**src/rtl/cpu_ctrl_pkg.sv**
```systemverilog
// Shared opcode and controller state encodings for the cpu_run_ctrl host sequencer.
package cpu_ctrl_pkg;

  localparam logic [2:0] OP_WR_IMEM = 3'b000;
  localparam logic [2:0] OP_WR_DMEM = 3'b001;
  localparam logic [2:0] OP_RD_IMEM = 3'b010;
  localparam logic [2:0] OP_RD_DMEM = 3'b011;
  localparam logic [2:0] OP_RUN     = 3'b100;

  localparam logic [2:0] S_IDLE     = 3'd0;
  localparam logic [2:0] S_WR       = 3'd1;
  localparam logic [2:0] S_RD_ISSUE = 3'd2;
  localparam logic [2:0] S_RD_CAP   = 3'd3;
  localparam logic [2:0] S_RUN      = 3'd4;
  localparam logic [2:0] S_RSP      = 3'd5;

endpackage

```
**src/rtl/cpu_run_ctrl_counter.sv**
```systemverilog
// Saturating executed-cycle counter with a captured length and a last-cycle compare.
module run_cycle_counter #(
  parameter int unsigned CNT_W = 32
) (
  input  logic             clk,
  input  logic             arst_n,
  input  logic             clr,
  input  logic [CNT_W-1:0] len,
  input  logic             inc,
  output logic [CNT_W-1:0] count_nxt,
  output logic             done
);

  logic [CNT_W-1:0] count;
  logic [CNT_W-1:0] len_q;

  assign count_nxt = (count == '1) ? count : count + CNT_W'(1);
  // done marks the current enabled cycle as the last one the budget allows
  assign done = inc && (count_nxt == len_q);

  always_ff @(posedge clk or negedge arst_n) begin
    if (!arst_n) begin
      count <= '0;
      len_q <= '0;
    end else if (clr) begin
      count <= '0;
      len_q <= len;
    end else if (inc) begin
      count <= count_nxt;
    end
  end

endmodule

```
**src/rtl/cpu_run_ctrl.sv**
```systemverilog
// Host-side sequencer: turns commands into imem/dmem port strobes and bounded core enable windows.
module cpu_run_ctrl
  import cpu_ctrl_pkg::*;
#(
  parameter int unsigned CNT_W  = 32,
  parameter int unsigned ADDR_W = 64
) (
  input  logic              clk,
  input  logic              arst_n,
  input  logic              cmd_valid,
  output logic              cmd_ready,
  input  logic [2:0]        cmd_op,
  input  logic [ADDR_W-1:0] cmd_addr,
  input  logic [63:0]       cmd_wdata,
  input  logic [CNT_W-1:0]  cmd_len,
  input  logic              stop_req,
  output logic              rsp_valid,
  input  logic              rsp_ready,
  output logic [63:0]       rsp_data,
  output logic              rsp_err,
  output logic              enable,
  output logic [ADDR_W-1:0] addr_ext,
  output logic              wen_ext,
  output logic              ren_ext,
  output logic [31:0]       wdata_ext,
  input  logic [31:0]       rdata_ext,
  output logic [ADDR_W-1:0] addr_ext_2,
  output logic              wen_ext_2,
  output logic              ren_ext_2,
  output logic [63:0]       wdata_ext_2,
  input  logic [63:0]       rdata_ext_2,
  output logic              busy
);

  logic [2:0]       state;
  logic [2:0]       state_nxt;
  logic             ready_en;
  logic             rd_dmem;
  logic             accept;
  logic             run_start;
  logic [CNT_W-1:0] count_nxt;
  logic             run_done;

  // ready_en keeps cmd_ready low while reset is asserted even though state is IDLE
  assign cmd_ready = ready_en && (state == S_IDLE);
  assign accept    = cmd_valid && cmd_ready;
  assign run_start = accept && (cmd_op == OP_RUN);

  run_cycle_counter #(.CNT_W(CNT_W)) u_counter (
    .clk       (clk),
    .arst_n    (arst_n),
    .clr       (run_start),
    .len       (cmd_len),
    .inc       (enable),
    .count_nxt (count_nxt),
    .done      (run_done)
  );

  always_comb begin
    state_nxt = state;
    case (state)
      S_IDLE: begin
        if (accept) begin
          case (cmd_op)
            OP_WR_IMEM, OP_WR_DMEM: state_nxt = S_WR;
            OP_RD_IMEM, OP_RD_DMEM: state_nxt = S_RD_ISSUE;
            OP_RUN:                 state_nxt = (cmd_len == '0) ? S_RSP : S_RUN;
            default:                state_nxt = S_RSP;
          endcase
        end
      end
      S_WR:       state_nxt = S_IDLE;
      S_RD_ISSUE: state_nxt = S_RD_CAP;
      S_RD_CAP:   state_nxt = S_RSP;
      S_RUN:      if (stop_req || run_done) state_nxt = S_RSP;
      S_RSP:      if (rsp_valid && rsp_ready) state_nxt = S_IDLE;
      default:    state_nxt = S_IDLE;
    endcase
  end

  always_ff @(posedge clk or negedge arst_n) begin
    if (!arst_n) begin
      state       <= S_IDLE;
      ready_en    <= 1'b0;
      busy        <= 1'b0;
      rd_dmem     <= 1'b0;
      rsp_valid   <= 1'b0;
      rsp_data    <= '0;
      rsp_err     <= 1'b0;
      enable      <= 1'b0;
      addr_ext    <= '0;
      wen_ext     <= 1'b0;
      ren_ext     <= 1'b0;
      wdata_ext   <= '0;
      addr_ext_2  <= '0;
      wen_ext_2   <= 1'b0;
      ren_ext_2   <= 1'b0;
      wdata_ext_2 <= '0;
    end else begin
      state     <= state_nxt;
      ready_en  <= 1'b1;
      busy      <= (state_nxt != S_IDLE);
      wen_ext   <= 1'b0;
      ren_ext   <= 1'b0;
      wen_ext_2 <= 1'b0;
      ren_ext_2 <= 1'b0;
      case (state)
        S_IDLE: begin
          if (accept) begin
            case (cmd_op)
              OP_WR_IMEM: begin
                wen_ext   <= 1'b1;
                addr_ext  <= cmd_addr;
                wdata_ext <= cmd_wdata[31:0];
              end
              OP_WR_DMEM: begin
                wen_ext_2   <= 1'b1;
                addr_ext_2  <= cmd_addr;
                wdata_ext_2 <= cmd_wdata;
              end
              OP_RD_IMEM: begin
                ren_ext  <= 1'b1;
                addr_ext <= cmd_addr;
                rd_dmem  <= 1'b0;
              end
              OP_RD_DMEM: begin
                ren_ext_2  <= 1'b1;
                addr_ext_2 <= cmd_addr;
                rd_dmem    <= 1'b1;
              end
              OP_RUN: begin
                if (cmd_len == '0) begin
                  rsp_valid <= 1'b1;
                  rsp_data  <= '0;
                end else begin
                  enable <= 1'b1;
                end
              end
              default: begin
                rsp_valid <= 1'b1;
                rsp_err   <= 1'b1;
                rsp_data  <= '0;
              end
            endcase
          end
        end
        S_RD_CAP: begin
          rsp_valid <= 1'b1;
          rsp_data  <= rd_dmem ? rdata_ext_2 : {32'd0, rdata_ext};
        end
        S_RUN: begin
          if (stop_req || run_done) begin
            enable    <= 1'b0;
            rsp_valid <= 1'b1;
            rsp_data  <= 64'(count_nxt);
          end
        end
        S_RSP: begin
          if (rsp_ready) begin
            rsp_valid <= 1'b0;
            rsp_err   <= 1'b0;
          end
        end
        default: ;
      endcase
    end
  end

endmodule

```
**config.mk**
```make
export PLATFORM = sky130hd
export DESIGN_NAME = cpu_run_ctrl
export DESIGN_NICKNAME = d
export VERILOG_FILES = /design/src/rtl/cpu_ctrl_pkg.sv /design/src/rtl/cpu_run_ctrl_counter.sv /design/src/rtl/cpu_run_ctrl.sv
export SDC_FILE = /design/constraint.sdc
export NUM_CORES = 1
export LEC_CHECK = 0
export BUFFER_PORTS_ARGS = -buffer_cell sky130_fd_sc_hd__buf_4
export CAP_MARGIN = 0
export CORE_AREA = 2 2 221 223
export CTS_CLUSTER_SIZE = 8
export DETAILED_ROUTE_END_ITERATION = 7
export DIE_AREA = 0 0 223 225
export GPL_TIMING_DRIVEN = 0
export PLACE_DENSITY_LB_ADDON = 0.3
export SLEW_MARGIN = 20
export SYNTH_ARGS = -nofsm -noshare
export SYNTH_HDL_FRONTEND = slang
export SYNTH_SLANG_ARGS = --single-unit
```
**constraint.sdc**
```tcl
create_clock -name clk -period 5.6 [get_ports clk]
set_clock_uncertainty 0.05 [all_clocks]
set_input_delay 1.12 -clock clk [delete_from_list [all_inputs] [get_ports clk]]
set_output_delay 1.12 -clock clk [all_outputs]
set_load 0.005 [all_outputs]
```
* Word level (Yosys, flattened, before mapping)
Cells that the tools add are included.
Word-level totals: memories kept 0, logic and storage cells 110, bits in writable memories 0, bits of input ports 264, register bits after elaboration 365, bits in read-only memories 0, bits in latches 0, output and inout bits 297
Cells by class: eq/ne operators 18, div/mod/pow operators 0, add/subtract/negate cells 1, $lt $le $gt $ge 0, multipliers 0, muxes and demuxes 42, shift operators 0, reduce and logical (&&, ||, !) cells 31, bitwise gates (word level) 0
Operators by type and width (count):
- $mux 64 | 4
- $pmux 64 s3 | 1
- $pmux 64 s2 | 1
- $mux 32 | 3
- $add 32x1->32 const B | 1
- $eq 32x32->1 | 1
- $eq 32x32->1 const B | 1
- $logic_not 32->1 | 1
- $mux 1 | 23
- $pmux 3 s5 | 1
- $reduce_and 3->1 | 5
- $eq 3x2->1 const B | 4
- $ne 2x2->1 const B | 6
- $reduce_and 5->1 | 2
- $eq 3x3->1 const B | 3
- $mux 3 | 3
- $pmux 3 s3 | 1
- $pmux 1 s2 | 4
- $reduce_bool 2->1 | 4
- $reduce_or 2->1 | 4
- $logic_not 3->1 | 2
- $reduce_and 6->1 | 1
- $reduce_bool 3->1 | 2
- $logic_and 1x1->1 | 5
- 9 further kinds | 9

* Logic depth before layout (Yosys ltp)
Gate-level depths: netlist of run 1.
word-level depth 8, mapped depth 15, gate-level depth less buffers 11

* Cells and area by module
From an unflattened synthesis of run 1, not the netlist that was laid out.
Second synthesis, totals: cell total of the unflattened synthesis 1266, area, all modules 16311.9 um^2
By module, submodules not included:
- cpu_run_ctrl | seq. area each 7532.2 um^2, cells each 791, times used 1, area each 11925.2 um^2
- run_cycle_counter | seq. area each 1601.5 um^2, cells each 475, times used 1, area each 4386.7 um^2

* Worst setup path after synthesis of run 1
Ideal clock, no wire load.
path type reg-to-reg, start register u_counter.count[1], end register rsp_data[15], stages on the path, launching flop included 14, slack 1.834 ns, path buffers 3, required time 5.425 ns, data arrival time 3.591 ns, period minus slack after synthesis 3.766 ns, library setup time 0.125 ns, cells stage by stage dfrtp_1 ha_1 and4_1 clkbuf_1 nand2_1 or4_1 xnor2_1 a2111oi_0 nand3_1 o41ai_2 a21oi_1 buf_6 buf_6 mux2_4
Between the ends: longest elaborated chain between the ends 7, elaborated cells on any way between the ends 10, those cells by class 1 x add/sub; 3 x eq/ne; 3 x mux; 3 x reduce/logical
Ends and longest elaborated chain:
- start: declaration | line cpu_run_ctrl_counter.sv:14 | logic [CNT_W-1:0] count;
- start signal: assignment | line cpu_run_ctrl_counter.sv:29 | count <= count_nxt;
- $add 32x1->32 / $eq 32x32->1 (equally long branches) | line cpu_run_ctrl_counter.sv:17 | assign count_nxt = (count == '1) ? count : count + CNT_W'(1);
- $mux 32 * | line cpu_run_ctrl_counter.sv:17
- $eq 32x32->1 | line cpu_run_ctrl_counter.sv:19 | assign done = inc && (count_nxt == len_q);
- $logic_and 1x1->1 | line cpu_run_ctrl_counter.sv:19
- $logic_or 1x1->1 | line cpu_run_ctrl.sv:152 | if (stop_req || run_done) begin
- $ne 2x2->1 (no line)
- $reduce_and 5->1 (no line)
- end signal: assignment | line cpu_run_ctrl.sv:149 | rsp_data <= rd_dmem ? rdata_ext_2 : {32'd0, rdata_ext};
- end signal: assignment | line cpu_run_ctrl.sv:155 | rsp_data <= 64'(count_nxt);
- end: declaration | line cpu_run_ctrl.sv:19 | output logic [63:0] rsp_data,
Every way passes the cells marked *; elsewhere a longest branch is shown, timed or not. The select of a mux whose other input is x is not followed. A chain may end at the register's enable or synchronous reset.

* Final worst setup path of run 1
Same ends and word-level chain as after synthesis.

==> metrics.md, run 1 <==
| Metric | Value |
|---|---|
| Run status | complete, no violations |
| Vias in the first global route | 14,000 |
| All-Layer GR Usage | 24.4% |
| Kind of launch point of the worst setup path | register |
| Part of the Yosys area used for sequential elements | 55.0% |
| Final Max Slew Viols | 0 |
| Number of buffer cells added on primary ports | between 500 and 600 |
| Skew-Pair Late Insertion Delay | 600 ps |
| Number of buffers inserted to repair setup after CTS | 0 |
| Clk Tree Root Cell | sky130_fd_sc_hd__clkbuf_16 |
| H-tree level count | 2 |
| Number of synthesis warnings | 0 |
| Vias | 13,200 |
| Maximum clock path buffer count | 3 |
| Synth Area per Inst | around 13 um2 |
| Synthesized instance count | 1,294 |
| Leakage power total | 10.9 nW |
| Final Cycle Share | 87.6% |
| Total power divided by cell area | 540 mW/mm2 |
| RR Startpoint | u_counter.count[1]$_DFFE_PN0P_ |
| FP Rows | 80 |
| Number of gates resized after cts | 0 |
| Share of synthesized registers carrying an async set or reset | 100% |
| GRT overflow | 0 |
| Syn Nets | roughly 1,600 |
| Area added between synthesis and finish | 39.0% |
| Arrival time of data at the critical path endpoint | 5310 ps |
| Commonest non-fill, non-tap cell in the layout | sky130_fd_sc_hd__buf_4 |
| Utilization after layout | between 40 and 50% |
| Fill cell count | 4,331 |
| Start point of the critical path | u_counter.count[1]$_DFFE_PN0P_ |
| Final GP Congestion | 0.947 |
| Transition time of the tightest slew-check pin | 1090 ps |
| Post-place setup slack | a little under 800 ps |
| Area of the multi-input gates | 0.00702 mm2 |
| Starting density of the core | about a third |
| Capturing point of the worst reg2reg path | rsp_data[15]$_DFFE_PN0P_ |
| Final routed wire length divided by cell count | 24.5 um |
| Count of final setup violators | 0 |
| Required time reported for the critical path endpoint | between 6000 and 7000 ps |
| # DRC | 0 |
| Hold buffers post-CTS | 0 |
| Maximum number of pins on one net before global-route repair | 100 |
| Register-to-Register Path Depth | 13 |
| FMAX | 0.204 GHz |
| Die Area | 0.0502 mm2 |
| Detailed-router iteration count before antenna repair | 5 |
| Min Clock Period, post-route | 4910 ps |
| Register Area | 0.00913 mm2 |
| Final net count | approximately 2,200 |
| Sink Count | 365 |
| Maximum vdd drop | 0.000321 V |
| Max-capacitance violation count | 0 |
| Relative slew slack | 26.5% |
| HP Class | register to register |
| Core outline area | 0.0475 mm2 |
| Met3 track utilization from global routing | approximately 7.5% |
| Share of layout cells above drive strength 1 | 50.2% |
| Number of buffers inserted during clock tree synthesis | 52 |
| Total I/O pin count | approximately 560 |
| Reg-to-reg slack, setup | 690 ps |
| Final wirelength | 62,200 um |
| Clock slew at the register clock pins of the worst setup and hold paths | 60 ps |
| Crit Path Category | register to register |
| Critical Path Sink | rsp_data[15]$_DFFE_PN0P_ |
| Drt first-iter violations | 697 |
| Number of distinct library cells after synthesis | 67 |
| Most common flop cell mapped by yosys | sky130_fd_sc_hd__dfrtp_1 |
| Count of antenna-violating nets left after detailed routing | 0 |
| Initial antenna violation count | 9 |
| Sum of negative setup slack | 0 ps |
| Busiest grt layer | met2 |
| Most frequent cells in the layout | sky130_fd_sc_hd__buf_4, sky130_fd_sc_hd__dfrtp_1, sky130_fd_sc_hd__mux2_2 |
| Global-route wire length before repair | approximately 91,000 um |
| Setup crit end kind | register |
| Final hold violations | 0 |
| DPL Wire Length | 48,700 um |
| Number of synthesized register bits | 365 |
| Met2 Usage GRT | roughly 43% |
| Die width | 223 um |
| Per-cell via count in the routed design | 5.21 |
| Maximum fanout along the worst path | 10 |
| RSZ-0062 raised after global routing | no |
| Post-synthesis cell area | 0.0166 mm2 |
| Number of enable flip-flop cells after synthesis | 0 |
| Die boundary height | 225 um |
| CTS tree | yes |
| Worst setup slack after layout | around 690 ps |
| M1 GR Usage | 28.2% |
-- cell families after synthesis --
kind of cell	after synthesis	share of synthesized area, %
AOI/OAI and AO/OA	165	7.31
muxes	321	21.9
DFF	365	55.0
other	1	0.0226
and+or+nand+nor	256	8.60
adders and majority gates	1	0.0753
buffers and inverters	105	2.88
xor gates and xnor gates	80	4.26
-- worst min path at each step --
stage	from	end	slack, ps	cells past startpoint
5_1_grt	addr_ext_2[58]$_DFFE_PN0P_	addr_ext_2[58]$_DFFE_PN0P_	470	1
6_report	rsp_data[50]$_DFFE_PN0P_	rsp_data[50]$_DFFE_PN0P_	450	1
3_5_place_dp	rsp_data[50]$_DFFE_PN0P_	rsp_data[50]$_DFFE_PN0P_	430	1
4_1_cts	rsp_data[51]$_DFFE_PN0P_	rsp_data[51]$_DFFE_PN0P_	450	1
3_3_place_gp	rsp_data[35]$_DFFE_PN0P_	rsp_data[35]$_DFFE_PN0P_	440	1
2_1_floorplan	rsp_data[32]$_DFFE_PN0P_	rsp_data[32]$_DFFE_PN0P_	440	1
-- layout make-up --
type | instances | share of cell area, %
diodes | 2 | 0.0217
plain buffers | 91 | 1.85
clock buffers | 56 | 5.74
clock inverters | 5 | 0.298
inverters | 14 | 0.228
multi-input cells | 824 | 30.4
flip-flops and latches | 365 | 39.6
well taps | 615 | 3.33
repair buffers | 563 | 18.6
-- critical path: stages (launching register included) --
cell	delay, ps
sky130_fd_sc_hd__dfrtp_1	470
sky130_fd_sc_hd__ha_1	290
sky130_fd_sc_hd__and4_1	200
sky130_fd_sc_hd__clkbuf_1	480
sky130_fd_sc_hd__nand2_1	310
sky130_fd_sc_hd__or4_1	660
sky130_fd_sc_hd__xnor2_1	180
sky130_fd_sc_hd__a2111oi_0	570
sky130_fd_sc_hd__nand3_1	260
sky130_fd_sc_hd__o41ai_2	420
sky130_fd_sc_hd__a21oi_1	200
sky130_fd_sc_hd__buf_6	200
sky130_fd_sc_hd__buf_6	160
sky130_fd_sc_hd__mux2_4	300
-- where the power goes --
group / internal, mW / switching, mW / leakage [nW]
combinational: 2.70 / 2.33 / 5.55
sequential: 3.80 / 0.810 / 4.63
clock: 1.66 / 1.16 / 0.685
total: 8.16 / 4.30 / 10.9
-- flip-flops by register name, summed over array words and instances (netlist names) --
name             flops
addr_ext            64
addr_ext_2          64
busy                 1
enable               1
rd_dmem              1
ready_en             1
ren_ext              1
ren_ext_2            1
rsp_data            64
rsp_err              1
rsp_valid            1
state                3
u_counter.count     32
u_counter.len_q     32
wdata_ext           32
wdata_ext_2         64
wen_ext              1
wen_ext_2            1
-- Yosys cell counts, types with 4 or more instances --
cell type                   instances  area (um2)
sky130_fd_sc_hd__and4_1             9        78.8
sky130_fd_sc_hd__nand4_1           13        81.3
sky130_fd_sc_hd__o21ai_0           26         130
sky130_fd_sc_hd__and3_1            10        62.6
sky130_fd_sc_hd__nor2_1            61         229
sky130_fd_sc_hd__buf_4              8        60.1
sky130_fd_sc_hd__and2_1             5        31.3
sky130_fd_sc_hd__nor2b_1           11        68.8
sky130_fd_sc_hd__buf_6              4        45.0
sky130_fd_sc_hd__xor2_1            30         263
sky130_fd_sc_hd__inv_1             14        52.6
sky130_fd_sc_hd__a22o_1            33         289
sky130_fd_sc_hd__xnor2_1           49         429
sky130_fd_sc_hd__nand4_4            4        85.1
sky130_fd_sc_hd__clkbuf_1          57         214
sky130_fd_sc_hd__dfrtp_1          365        9130
sky130_fd_sc_hd__a21oi_1           19        95.1
sky130_fd_sc_hd__nor4_1            20         125
sky130_fd_sc_hd__buf_2             19        95.1
sky130_fd_sc_hd__nand3_1           25         125
sky130_fd_sc_hd__a211oi_1           4        30.0
sky130_fd_sc_hd__o22ai_1           33         206
sky130_fd_sc_hd__a2111oi_0          5        43.8
sky130_fd_sc_hd__o211ai_1           5        37.5
sky130_fd_sc_hd__a31oi_1           10        62.6
sky130_fd_sc_hd__mux2_2           268        3020
sky130_fd_sc_hd__mux2i_1           36         360
sky130_fd_sc_hd__nor3_1            16        80.1
sky130_fd_sc_hd__mux2_4            17         255
sky130_fd_sc_hd__nand2_1           50         188
sky130_fd_sc_hd__or3_1             13        81.3
sky130_fd_sc_hd__nor3b_1            4        30.0
-- metal layers --
metal,part of all wire (%),up-vias
met5,0.14,-
li1,-,5922
met1,38,6641
met2,51,498
met3,7.5,129
met4,3.8,12
-- metrics by stage --
step	power, mW	hold slack [ps]	cells	area, um2
after floorplan	6.86	439	1294	16600
after global placement	9.58	436	2466	21600
after detailed placement	9.69	434	2472	21700
after CTS	12.6	452	2533	23100
after global routing	13.1	465	2533	23100
final	12.5	449	2535	23100
Note: power is estimated with default switching activity, not from simulation.
==> inputs of run 2 (changes only) <==
--- a/config.mk
+++ b/config.mk
@@ -7,11 +7,12 @@
 export LEC_CHECK = 0
 export BUFFER_PORTS_ARGS = -buffer_cell sky130_fd_sc_hd__buf_4
 export CAP_MARGIN = 0
-export CORE_AREA = 2 2 221 223
+export CORE_AREA = 2 2 219 221
 export CTS_CLUSTER_SIZE = 8
 export DETAILED_ROUTE_END_ITERATION = 7
-export DIE_AREA = 0 0 223 225
+export DIE_AREA = 0 0 221 223
 export GPL_TIMING_DRIVEN = 0
+export HOLD_SLACK_MARGIN = 0.1
 export PLACE_DENSITY_LB_ADDON = 0.3
 export SLEW_MARGIN = 20
 export SYNTH_ARGS = -nofsm -noshare
==> run 2 against run 1 <==
Against the previous run:
- largest cell class unchanged
- largest power group unchanged
- sequential power about the same
- power decreased by 0.19%
- sequential share of layout area about the same
- critical endpoint is now rsp_data[19]$_DFFE_PN0P_
- clock power about the same
- routed wire length decreased by 2.0%
==> metrics.md, run 2 (synthesized netlist as in run 1, its figures left out) <==
| Metric | Value |
|---|---|
| CTS tree | yes |
| Transition time of the tightest slew-check pin | 1180 ps |
| End of the worst hold path | rsp_data[42]$_DFFE_PN0P_ |
| Reg-to-reg slack, setup | 940 ps |
| Number of buffers inserted to repair setup after CTS | 0 |
| Cell area after layout | 0.0231 mm2 |
| Die boundary height | between 200 and 250 um |
| Power spent charging and discharging nets | 4.29 mW |
| DP Cell Count | roughly 2,500 |
| Required time reported for the critical path endpoint | 6010 ps |
| Area after detailed placement | 0.0217 mm2 |
| Min Clock Period, post-route | 4660 ps |
| # DRC | 0 |
| GRT overflow | 0 |
| Register Area | about 0.009 mm2 |
| Maximum number of pins on one net before global-route repair | 102 |
| Worst setup slack after layout | 939 ps |
| Commonest non-fill, non-tap cell in the layout | sky130_fd_sc_hd__buf_4 |
| Worst hold path stage count | 1 |
| M1 GR Usage | 28.3% |
| Clock slew at the register clock pins of the worst setup and hold paths | 50 ps |
| Global-route wire length before repair | 90,400 um |
| HP Class | register to register |
| Maximum fanout along the worst path | 10 |
| Share of total power in sequential cells | 37.0% |
| Busiest grt layer | met2 |
| Drt first-iter violations | 727 |
| Sink Count | approximately 370 |
| FMAX | 0.215 GHz |
| Vias in the first global route | 14,100 |
| Relative slew slack | 20.5% |
| Met2 Usage GRT | 42.2% |
| Hold slack | 449 ps |
| Met3 track utilization from global routing | 6.98% |
| Total power divided by cell area | 539 mW/mm2 |
| Count of final setup violators | 0 |
| Area of the multi-input gates | 0.00702 mm2 |
| Skew-Pair Late Insertion Delay | 590 ps |
| Detailed-router iteration count before antenna repair | 8 |
| RSZ-0062 raised after global routing | no |
| Kind of launch point of the worst setup path | register |
| Final Max Slew Viols | 0 |
| Portion of total power attributed to combinational logic | 40.5% |
| Final routed wire length divided by cell count | 24.0 um |
| Die width | between 200 and 250 um |
| Hold buffers post-CTS | 0 |
| Core outline area | 0.0471 mm2 |
| Run status | complete, no violations |
| Post-place setup slack | 1000 ps |
| Maximum clock path buffer count | 3 |
| Final wirelength | a little over 60,000 um |
| Per-cell via count in the routed design | 5.23 |
| RR Startpoint | u_counter.count[5]$_DFFE_PN0P_ |
| Number of buffers inserted during clock tree synthesis | 52 |
| Fill cell count | 4,284 |
| Clk Tree Root Cell | sky130_fd_sc_hd__clkbuf_16 |
| Most frequent cells in the layout | sky130_fd_sc_hd__buf_4, sky130_fd_sc_hd__dfrtp_1, sky130_fd_sc_hd__mux2_2 |
| Area added between synthesis and finish | 39.0% |
| Capturing point of the worst reg2reg path | rsp_data[19]$_DFFE_PN0P_ |
| Start point of the critical path | u_counter.count[5]$_DFFE_PN0P_ |
| Max-capacitance violation count | 0 |
| FP Rows | 80 |
| Register-to-Register Path Depth | 13 |
| All-Layer GR Usage | 24.2% |
| Number of gates resized after cts | 0 |
| Vias | roughly 13,000 |
| Starting density of the core | between 30% and 40% |
| Internal | 8.15 mW |
| Net switching fraction of the power | 34.5% |
| Final Cycle Share | a little over four fifths |
| Count of antenna-violating nets left after detailed routing | 0 |
| Hold Path Origin | rsp_data[42]$_DFFE_PN0P_ |
| Leakage power total | 10.9 nW |
| Final net count | ~2,200 |
| Share of layout cells above drive strength 1 | 50.1% |
| Clock share of power | 22.5% |
| H-tree level count | 2 |
| Number of buffer cells added on primary ports | 557 |
| Setup crit end kind | register |
| DPL Wire Length | 48,000 um |
| Arrival time of data at the critical path endpoint | 5070 ps |
| Total I/O pin count | about 560 |
| Crit Path Category | register to register |
| Final hold violations | 0 |
| Final GP Congestion | between 0.9 and 1 |
| Maximum vdd drop | 0.000383 V |
| Initial antenna violation count | 6 |
| Die Area | 0.0493 mm2 |
| Final instance count without filler cells | 2,536 |
-- run 2: cell types whose count changed in the layout (fill, tap and decap cells not counted), sizes merged --
cell    previous run  this run
clkinv             3         4
clkbuf           114       115
inv               16        15
-- run 2: metal layers --
metal	part of all wire (%)	vias to the layer above
met5	0.082	-
met1	38	6770
met2	51	472
met3	7.0	104
li1	-	5906
met4	3.5	8
-- run 2: worst max-delay path by stage --
stage	endpoint	slack, ps	depth (start not counted)
after floorplan	rsp_data[15]$_DFFE_PN0P_	1830	13
after global placement	addr_ext[61]$_DFFE_PN0P_	-250	1
after detailed placement	rsp_data[19]$_DFFE_PN0P_	1000	13
after CTS	rsp_data[19]$_DFFE_PN0P_	980	13
after global routing	rsp_data[19]$_DFFE_PN0P_	570	13
final	rsp_data[19]$_DFFE_PN0P_	940	13
-- run 2: power groups by stage --
| stage | clock network (mW) | logic (mW) | registers, mW |
|---|---|---|---|
| 5_1_grt | 2.98 | 5.39 | 4.75 |
| 6_report | 2.80 | 5.04 | 4.61 |
| 2_1_floorplan | 0 | 2.35 | 4.51 |
| 3_5_place_dp | 0 | 5.08 | 4.61 |
| 3_3_place_gp | 0 | 5.03 | 4.56 |
| 4_1_cts | 2.88 | 5.09 | 4.60 |
-- run 2: final cells by class --
cell class | count | area share, %
clock buffers | 57 | 5.72
clock inverters | 5 | 0.330
flip-flops and latches | 365 | 39.5
well taps | 615 | 3.33
plain buffers | 91 | 1.85
multi-input cells | 824 | 30.4
repair buffers | 563 | 18.6
diodes | 2 | 0.0217
inverters | 14 | 0.228
-- run 2: metrics by stage --
step	power, mW	TNS [ps]	util (%)
after global placement	9.59	-66130	45.7
after CTS	12.6	0	49.0
after floorplan	6.86	0	-
final	12.4	0	49.0
after detailed placement	9.69	0	46.0
after global routing	13.1	0	49.0
-- run 2: worst max-delay path: stages (launching register included) --
cell and delay (ps):
sky130_fd_sc_hd__dfrtp_1 330, sky130_fd_sc_hd__buf_4 220, sky130_fd_sc_hd__nand3_1 220, sky130_fd_sc_hd__nor4_4 710
sky130_fd_sc_hd__nand2_1 350, sky130_fd_sc_hd__or4_1 650, sky130_fd_sc_hd__xnor2_1 170, sky130_fd_sc_hd__a2111oi_0 410
sky130_fd_sc_hd__nand3_1 170, sky130_fd_sc_hd__o41ai_2 400, sky130_fd_sc_hd__a21oi_1 190, sky130_fd_sc_hd__buf_6 200
sky130_fd_sc_hd__buf_6 160, sky130_fd_sc_hd__mux2_4 300
==> inputs of run 3 (changes only) <==
==> constraint.sdc (replaced) <==
create_clock -name clk -period 4.88 [get_ports clk]
set_clock_uncertainty 0.05 [all_clocks]
set_input_delay 0.976 -clock clk [delete_from_list [all_inputs] [get_ports clk]]
set_output_delay 0.976 -clock clk [all_outputs]
set_load 0.005 [all_outputs]
==> run 3 against run 2 <==
Against the previous run:
- sequential share of layout area is 0.058 points lower
- worst setup slack worse by 420 ps
- die area stayed put
- first-iteration DRC count is 17% lower
- clock-buffer cell count stayed put
- sequential power is 15% higher
- core utilization is 0.072 points higher
- register-to-register slack worse by 420 ps
- critical path type unchanged
- critical endpoint unchanged
- largest cell class unchanged
==> metrics.md, run 3 (synthesized netlist as in run 1, its figures left out) <==
| Metric | Value |
|---|---|
| Maximum clock path buffer count | 3 |
| HP Class | primary input to asynchronous set/reset pin |
| Power after layout | 14.3 mW |
| Area of the multi-input gates | 0.00702 mm2 |
| Area after detailed placement | between 0.02 and 0.025 mm2 |
| All-Layer GR Usage | 24.2% |
| FMAX | between 0.2 and 0.25 GHz |
| Die boundary height | 223 um |
| Leakage power total | 10.9 nW |
| Final instance count without filler cells | ~2,500 |
| Run status | complete, no violations |
| Core outline area | roughly 0.047 mm2 |
| Die Area | 0.0493 mm2 |
| H-tree level count | 2 |
| Hold buffers post-CTS | 0 |
| Skew-Pair Late Insertion Delay | 590 ps |
| Initial antenna violation count | 6 |
| Count of antenna-violating nets left after detailed routing | 0 |
| # DRC | 0 |
| Sink Count | between 300 and 400 |
| Fill cell count | ~4,300 |
| Register Area | 0.00913 mm2 |
| Area added between synthesis and finish | 39.2% |
| Vias in the first global route | around 14,000 |
| Max-capacitance violation count | 0 |
| DP Cell Count | about 2,500 |
| Vias | 13,200 |
| Crit Path Category | register to register |
| Post-place setup slack | approximately 280 ps |
| Most frequent cells in the layout | sky130_fd_sc_hd__buf_4, sky130_fd_sc_hd__dfrtp_1, sky130_fd_sc_hd__mux2_2 |
| Count of final setup violators | 0 |
| Kind of launch point of the worst setup path | register |
| Hold slack | 354 ps |
| Required time reported for the critical path endpoint | 5290 ps |
| Final wirelength | 61,000 um |
| Cell with the most instances on the worst path | sky130_fd_sc_hd__buf_6 |
| Final hold violations | 0 |
| Final routed wire length divided by cell count | about 24 um |
| Sequence of cells on the critical path | ha_1 -> and4_1 -> nand2_1 -> or4_1 -> xnor2_1 -> a2111oi_0 -> nand3_1 -> o41ai_2 -> a21oi_1 -> buf_6 -> buf_6 -> mux2_4 |
| Share of layout cells above drive strength 1 | 50.3% |
| DPL Wire Length | ~48,000 um |
| Number of gates resized after cts | 0 |
| FP Rows | 80 |
| Start point of the critical path | u_counter.count[1]$_DFFE_PN0P_ |
| Arrival time of data at the critical path endpoint | ~4800 ps |
| Global-route wire length before repair | between 90,000 and 100,000 um |
| Relative slew slack | 20.8% |
| Drt first-iter violations | roughly 600 |
| Number of buffers inserted during clock tree synthesis | 52 |
| Total power divided by cell area | around 620 mW/mm2 |
| CTS tree | yes |
| Worst setup slack after layout | between 500 and 600 ps |
| Detailed-router iteration count before antenna repair | 5 |
| Transition time of the tightest slew-check pin | 1180 ps |
| Min Clock Period, post-route | 4360 ps |
| Total I/O pin count | 561 |
| Sum of negative setup slack | 0 ps |
| Die width | 221 um |
| Maximum fanout along the worst path | 10 |
| RSZ-0062 raised after global routing | no |
| Final Cycle Share | 89.4% |
| Final GP Congestion | 0.930 |
| Final net count | 2,180 |
| Setup crit end kind | register |
| Maximum number of pins on one net before global-route repair | 102 |
| RR Startpoint | u_counter.count[1]$_DFFE_PN0P_ |
| Utilization after layout | 49.1% |
| Number of buffer cells added on primary ports | 557 |
| Commonest non-fill, non-tap cell in the layout | sky130_fd_sc_hd__buf_4 |
| GRT overflow | 0 |
| Clk Tree Root Cell | sky130_fd_sc_hd__clkbuf_16 |
| Final Max Slew Viols | 0 |
| Slowest Stage Delay on Critical Path | 620 ps |
| Maximum vdd drop | 0.000439 V |
| Cell area after layout | 0.0231 mm2 |
| Clock slew at the register clock pins of the worst setup and hold paths | 50 ps |
| Starting density of the core | a little over a third |
| Number of buffers inserted to repair setup after CTS | 0 |
| Cell type of the slowest stage on the worst timing path | sky130_fd_sc_hd__or4_1 |
| Per-cell via count in the routed design | 5.21 |
[run 3: cell types whose count changed in the layout (fill, tap and decap cells not counted), sizes merged]
cell | previous run | this run
buf | 596 | 601
clkbuf | 115 | 114
[run 3: layout make-up]
cell class,count,area share (%)
sequential,365,39.5
clock buffer,57,5.71
inverter,14,0.227
clock inverter,5,0.330
tap,615,3.33
timing repair buffer,568,18.7
buffer,90,1.83
antenna,2,0.0216
multi-input combinational,824,30.3
[run 3: final timing paths]
check                                                 end  slack (ps)  cells after the start
worst max-delay path             rsp_data[19]$_DFFE_PN0P_         520                     12
worst min-delay path             rsp_data[13]$_DFFE_PN0P_         350                      1
worst max register to register   rsp_data[19]$_DFFE_PN0P_         520                     12
worst min register to register   rsp_data[42]$_DFFE_PN0P_         450                      1
max in group asynchronous       addr_ext_2[2]$_DFFE_PN0P_        3040                      3
min in group clk                 rsp_data[42]$_DFFE_PN0P_         450                      1
[run 3: power breakdown]
part           switching (mW)  internal (mW)  leakage, nW
sequential              0.924           4.36         4.63
clock                    1.31           1.89        0.683
combinational            2.68           3.10         5.58
total                    4.91           9.36         10.9
[run 3: routing by layer]
layer	global-route usage [%]	part of all wire, %
met5	0	0.069
met4	8.55	3.5
met3	6.98	6.7
met2	42.2	51
met1	28.3	39
[run 3: critical path: cells and delay by family, from the launching register on]
kind / cells / cell delay, ps
buffers and inverters: 2 / 360
AND/OR/NAND/NOR: 4 / 1620
adder cells (fa/ha/maj): 1 / 270
XOR/XNOR: 1 / 170
multiplexers: 1 / 300
flip-flops: 1 / 450
AO/OA/AOI/OAI: 3 / 1000
